<file path="src/rtl/bf_envelope_log.sv">
// B-mode envelope/log stage: rectify, peak-hold envelope with exponential decay,
// log2-style compression to 8-bit pixels; 3-stage stall pipeline with scanline tagging.
module bf_envelope_log #(
    parameter int unsigned SUM_WIDTH        = 20,
    parameter int unsigned DECAY_SHIFT      = 3,
    parameter int unsigned SAMPLES_PER_LINE = 256
) (
    input  logic                 clk_i,
    input  logic                 reset_i,
    input  logic [SUM_WIDTH-1:0] bf_sample_i,
    input  logic                 bf_valid_i,
    output logic                 bf_ready_o,
    output logic [7:0]           pix_data_o,
    output logic                 pix_valid_o,
    input  logic                 pix_ready_i,
    output logic                 pix_last_o,
    output logic [15:0]          line_count_o
);

    localparam int unsigned ABS_W = SUM_WIDTH - 1;
    localparam int unsigned CNT_W = (SAMPLES_PER_LINE > 1) ? $clog2(SAMPLES_PER_LINE) : 1;
    localparam int unsigned P_W   = $clog2(ABS_W);

    logic                 adv_c;
    logic                 accept_c;
    logic [SUM_WIDTH-1:0] mag_c;
    logic [ABS_W-1:0]     abs_c;
    logic                 cnt_last_c;

    logic [CNT_W-1:0]     cnt_q,        cnt_d;
    logic                 s1_valid_q;
    logic                 s1_last_q;
    logic [ABS_W-1:0]     s1_abs_q;
    logic                 s2_valid_q;
    logic                 s2_last_q;
    logic [ABS_W-1:0]     env_q,        env_d;
    logic                 clr_q;
    logic [ABS_W-1:0]     decay_c;
    logic [ABS_W-1:0]     base_c;
    logic [P_W-1:0]       lead_c;
    logic [P_W-1:0]       shamt_c;
    logic [ABS_W-1:0]     norm_c;
    logic [2:0]           frac_c;
    logic [15:0]          code_c;
    logic [7:0]           pix_data_q,   pix_data_d;
    logic                 pix_valid_q;
    logic                 pix_last_q;
    logic [15:0]          line_count_q, line_count_d;

    // Whole pipe moves together; only a stalled output pixel holds it.
    assign adv_c      = !pix_valid_q || pix_ready_i;
    assign accept_c   = bf_valid_i && adv_c;
    assign bf_ready_o = adv_c;

    // Rectify; the most negative input has no positive twin and saturates.
    always_comb begin
        mag_c = bf_sample_i[SUM_WIDTH-1] ? (~bf_sample_i + SUM_WIDTH'(1)) : bf_sample_i;
        abs_c = mag_c[SUM_WIDTH-1] ? {ABS_W{1'b1}} : mag_c[ABS_W-1:0];
    end

    always_comb begin
        cnt_last_c = (cnt_q == CNT_W'(SAMPLES_PER_LINE - 1));
        cnt_d      = cnt_q;
        if (accept_c) begin
            cnt_d = cnt_last_c ? '0 : cnt_q + CNT_W'(1);
        end
    end

    // Peak-hold with decay; a pending end-of-line clear overrides the decayed value.
    always_comb begin
        decay_c = env_q - (env_q >> DECAY_SHIFT);
        base_c  = clr_q ? '0 : decay_c;
        env_d   = (s1_abs_q >= base_c) ? s1_abs_q : base_c;
    end

    // Log compression: leading-one position as integer part, next three bits as fraction.
    always_comb begin
        lead_c = '0;
        for (int unsigned i = 0; i < ABS_W; i++) begin
            if (env_q[i]) begin
                lead_c = P_W'(i);
            end
        end
        shamt_c = P_W'(ABS_W - 1) - lead_c;
        norm_c  = env_q << shamt_c;
        frac_c  = 3'(norm_c >> (ABS_W - 4));
        code_c  = 16'({lead_c, frac_c});
        if (env_q == '0) begin
            pix_data_d = 8'd0;
        end else if (code_c > 16'd255) begin
            pix_data_d = 8'hFF;
        end else begin
            pix_data_d = code_c[7:0];
        end
    end

    always_comb begin
        line_count_d = line_count_q;
        if (pix_valid_q && pix_ready_i && pix_last_q) begin
            line_count_d = line_count_q + 16'd1;
        end
    end

    always_ff @(posedge clk_i) begin
        if (reset_i) begin
            cnt_q        <= '0;
            s1_valid_q   <= 1'b0;
            s1_last_q    <= 1'b0;
            s1_abs_q     <= '0;
            s2_valid_q   <= 1'b0;
            s2_last_q    <= 1'b0;
            env_q        <= '0;
            clr_q        <= 1'b0;
            pix_data_q   <= 8'd0;
            pix_valid_q  <= 1'b0;
            pix_last_q   <= 1'b0;
            line_count_q <= 16'd0;
        end else begin
            cnt_q        <= cnt_d;
            line_count_q <= line_count_d;
            if (adv_c) begin
                s1_valid_q  <= accept_c;
                s1_last_q   <= accept_c && cnt_last_c;
                s1_abs_q    <= abs_c;
                s2_valid_q  <= s1_valid_q;
                s2_last_q   <= s1_last_q;
                pix_valid_q <= s2_valid_q;
                pix_last_q  <= s2_last_q;
                pix_data_q  <= pix_data_d;
                if (s1_valid_q) begin
                    env_q <= env_d;
                    clr_q <= s1_last_q;
                end
            end
        end
    end

    assign pix_data_o   = pix_data_q;
    assign pix_valid_o  = pix_valid_q;
    assign pix_last_o   = pix_last_q;
    assign line_count_o = line_count_q;

endmodule

</file>
<file path="config.mk">
export PLATFORM = sky130hd
export DESIGN_NAME = bf_envelope_log
export DESIGN_NICKNAME = d
export VERILOG_FILES = /design/src/rtl/bf_envelope_log.sv
export SDC_FILE = /design/constraint.sdc
export NUM_CORES = 1
export LEC_CHECK = 0
export CORE_ASPECT_RATIO = 0.9
export CORE_MARGIN = 1
export CORE_UTILIZATION = 35
export DETAILED_ROUTE_END_ITERATION = 8
export PLACE_DENSITY_LB_ADDON = 0.12
export SLEW_MARGIN = 20
export SYNTH_ARGS = -nofsm -noshare
export SYNTH_HDL_FRONTEND = slang
export SYNTH_SLANG_ARGS = --single-unit
</file>
<file path="constraint.sdc">
create_clock -name clk_i -period 4.35 [get_ports clk_i]
set_input_delay 0.87 -clock clk_i [delete_from_list [all_inputs] [get_ports clk_i]]
set_output_delay 0.87 -clock clk_i [all_outputs]
set_load 0.005 [all_outputs]
</file>
==> metrics.md <==
| Metric | Value |
|---|---|
| Post-synthesis cell type count | `71` |
| Num CTS Buffers | `9` |
| Fmax | `0.230 GHz` |
| Antenna Nets Post-Route | `0` |
| # hold bufs at CTS | `0` |
| Clock sink count | `77` |
| Initial core utilization | `0.363` |
| Yosys Warn Count | `0` |
| CP Max Fanout | `5` |
| Post-synth top cells | `nor2_1, dfxtp_1, nand2_1` |
| Setup_tns | `-0.00681 ns` |
| Nets | `890` |
| Fin worst setup slack | `-0.00681 ns` |
| Top-count cell post-synth | `nor2_1` |
| Failing checks | `negative setup slack` |
| Post-synth EDFFs | `0` |
| Via density per instance | `roughly 5.5` |
| Tot Pwr | `3.53 mW` |
| HP Class | `reg2reg` |
| Post-route DRC | `0` |
| Layout cells sized above 1 | `0.167` |
| Relative slew slack | `0.267` |
| Peak supply drop | `around 240 uV` |
| DRT iter0 DRCs | `266` |
| Post-layout util | `0.465` |
| Hold slack | `around 0.45 ns` |
| Final setup violation count | `1` |
| Placer congestion estimate | `slightly below 0.9` |
| Number of global-route vias before repair | `5239` |
| Fillers | `1566` |
| Routed len/inst | `between 15 and 20 um` |
| Synthesized instance count | `729` |
| Initial antenna violation count | `0` |
| Largest area contributor in the netlist | `dfxtp_1` |
| LEAKAGE | `2.88 nW` |
| Synthesis-to-layout area growth | `28.1%` |
| FF-to-FF Start | `env_q[0]` |
| Cell Rows | `43` |
| Final Skew | `0.00897 ns` |
| Combinational power share | `0.566` |
| First-pass GRT wire length | `26100 um` |
| Async S/R FF share, synth | `0` |
| Finished Cell Area | `0.00725 sq mm` |
| Worst-Margin Slew | `1.10 ns` |
| CP Class | `reg2reg` |
| Register area share after synthesis | `0.272` |
| Total congestion overflow | `0` |
| #FFs+latches synth | `77` |
| Final hold violations | `0` |
| RSZ-0062 raised after global routing | `true` |
| Register share of total power | `0.231` |
| Max_cap viols | `0` |
| TritonCTS clock tree | `built` |
| PwrDens | `approximately 490 mW/mm^2` |
| Vias after detailed routing | `5665` |
| NetSw | `about 1.4 mW` |
| Pre-CTS WS | `-0.280 ns` |
| Pin count of the biggest net entering global routing | `57` |
| Critical Path Start | `env_q[0]` |
| Port bufs | `50` |
| Req. time, crit path | `4.54 ns` |
| Die X | `136 um` |
| Number of diodes | `0` |
| Post-Syn Area | `0.00566 sq mm` |
| Finished Layout Cells | `1033` |
| Fin crit share | `1.00` |
| Max clock buf depth | `2` |
| Worst-path clk slew | `0.06 ns` |
| Die area | `0.0167 sq mm` |
| Post-synth top area share | `0.272` |
| Tmin final | `~4.4 ns` |
| Cells on worst reg2reg path | `19` |
| Switch share | `0.401` |
| Mapped Nets | `793` |
| Die height | `123 um` |
| H-tree Lvls | `3` |
| Main synth FF type | `dfxtp_1` |
| Crit. End Element | `flop` |
| Clk network pwr share | `0.203` |
| Placed instance count | `1005` |
| Worst setup SP type | `flop` |
| Synth area leaders | `dfxtp_1, ha_1, a211oi_1` |
| GRT Total Usage | `0.199` |
| Ports | `51` |
| Clk Tree Root Cell | `clkbuf_16` |
| Detailed Routing Iterations Pass 1 | `5` |
| Drt total wl | `16300 um` |
| Hold Crit Start | `s2_last_q` |
| Internal | `2.11 mW` |
| Placed Instance Area | `0.00669 sq mm` |
| DP HPWL | `12100 um` |
| WP data arrival | `~4.6 ns` |
| Core footprint | `0.0156 sq mm` |
| Clock latency on the worst-skew pair | `0.35 ns` |
| Max Slew Vio Count | `0` |
| Outcome | `finished with violations` |
| Mean cell area of the mapped netlist | `7.77 sq um` |
| Hold path depth | `2` |
-- routing by layer --
| metal | part of all wire | global-route usage | wire [um] | vias up |
|---|---|---|---|---|
| li1 | - | - | - | 2859 |
| met2 | 0.44 | 0.308 | 7190 | 167 |
| met3 | 0.046 | 0.0392 | 752 | 14 |
| met5 | 0 | 0 | 0 | - |
| met4 | 0.013 | 0.0583 | 211 | 0 |
| met1 | 0.50 | 0.277 | 8110 | 2625 |
-- layout by cell type, fill, tap and decap left out, types with 5 or more instances in the layout --
master | synthesis | layout
a211o_1 | 7 | 7
a211oi_1 | 42 | 40
a21o_1 | 7 | 7
a21oi_1 | 50 | 49
a221oi_1 | 10 | 7
and2_1 | 5 | 5
and3_1 | 8 | 7
buf_4 | 1 | 69
clkbuf_16 | 0 | 9
clkdlybuf4s50_1 | 0 | 49
dfxtp_1 | 77 | 75
ha_1 | 39 | 36
inv_1 | 33 | 32
nand2_1 | 64 | 64
nand2b_1 | 11 | 11
nand3_1 | 18 | 16
nand3b_1 | 6 | 6
nand4_1 | 8 | 8
nor2_1 | 82 | 81
nor2b_1 | 7 | 6
nor3_1 | 18 | 18
nor4_1 | 8 | 8
o211ai_1 | 9 | 9
o21a_1 | 11 | 11
o21ai_0 | 33 | 31
o31ai_1 | 11 | 10
or2_2 | 8 | 8
or3_1 | 11 | 11
xnor2_1 | 12 | 12
xor2_1 | 33 | 33
-- sequential cells by signal, summed over array words and instances, names as in the netlist --
name          flops
env_q            19
clr_q             1
pix_valid_o       1
pix_data_o        8
s2_valid_q        1
s1_abs_q         19
s1_valid_q        1
line_count_o     16
s1_last_q         1
s2_last_q         1
pix_last_o        1
cnt_q             8
-- cells by family after synthesis --
group,after synthesis,share of synthesized area
flip-flops,77,0.272
AND/OR/NAND/NOR,268,0.230
buffers and inverters,74,0.0594
XOR/XNOR,45,0.0696
multiplexers,4,0.00928
AO/OA/AOI/OAI,221,0.269
adder cells (fa/ha/maj),40,0.0897
-- worst paths after layout --
| path | slack (ns) | to |
|---|---|---|
| worst max-delay path | -0.007 | env_q[16] |
| worst min-delay path | 0.45 | s2_last_q |
| worst max register to register | -0.007 | env_q[16] |
| worst min register to register | 0.45 | s2_last_q |
-- power groups by stage --
stage / clock, mW / combinational, mW / sequential [mW]
6_report: 0.718 / 2.00 / 0.814
3_5_place_dp: 0 / 1.75 / 0.828
3_3_place_gp: 0 / 1.73 / 0.826
2_1_floorplan: 0 / 1.20 / 0.829
4_1_cts: 0.734 / 1.89 / 0.813
5_1_grt: 0.764 / 2.19 / 0.823
-- what timing repair did --
| item | in CTS | in global routing |
|---|---|---|
| gates resized for setup | 18 | 19 |
| gates cloned | 1 | 1 |
| buffers inserted | 9 | 2 |
| endpoints found under the setup margin | 19 | 19 |
| pin swaps | 12 | 27 |
-- layout make-up --
| type | count | area (sq um) | area share |
|---|---|---|---|
| Multi-Input combinational cell | 578 | 3960 | 0.547 |
| Sequential cell | 77 | 1540 | 0.213 |
| Timing Repair Buffer | 125 | 1070 | 0.147 |
| Clock buffer | 12 | 256 | 0.0354 |
| Tap cell | 202 | 253 | 0.0349 |
| Inverter | 35 | 136 | 0.0188 |
| Clock inverter | 4 | 30.0 | 0.00414 |
-- worst max-delay path, cell delays in order (launching register included) --
cell and delay, ns:
dfxtp_2 0.33, inv_2 0.05, ha_4 0.16, fa_2 0.38, nor2b_4 0.16, o2111ai_4 0.14
a311oi_2 0.31, o21ai_1 0.13, o21ai_1 0.16, xor2_1 0.26, nand2b_1 0.14, ha_4 0.29
and3_4 0.19, nand3_4 0.08, or4_4 0.50, a41oi_4 0.33, nor2_1 0.10, buf_4 0.20
a221oi_2 0.24, a211oi_1 0.07
No activity file was read; power rests on OpenSTA's default activity.
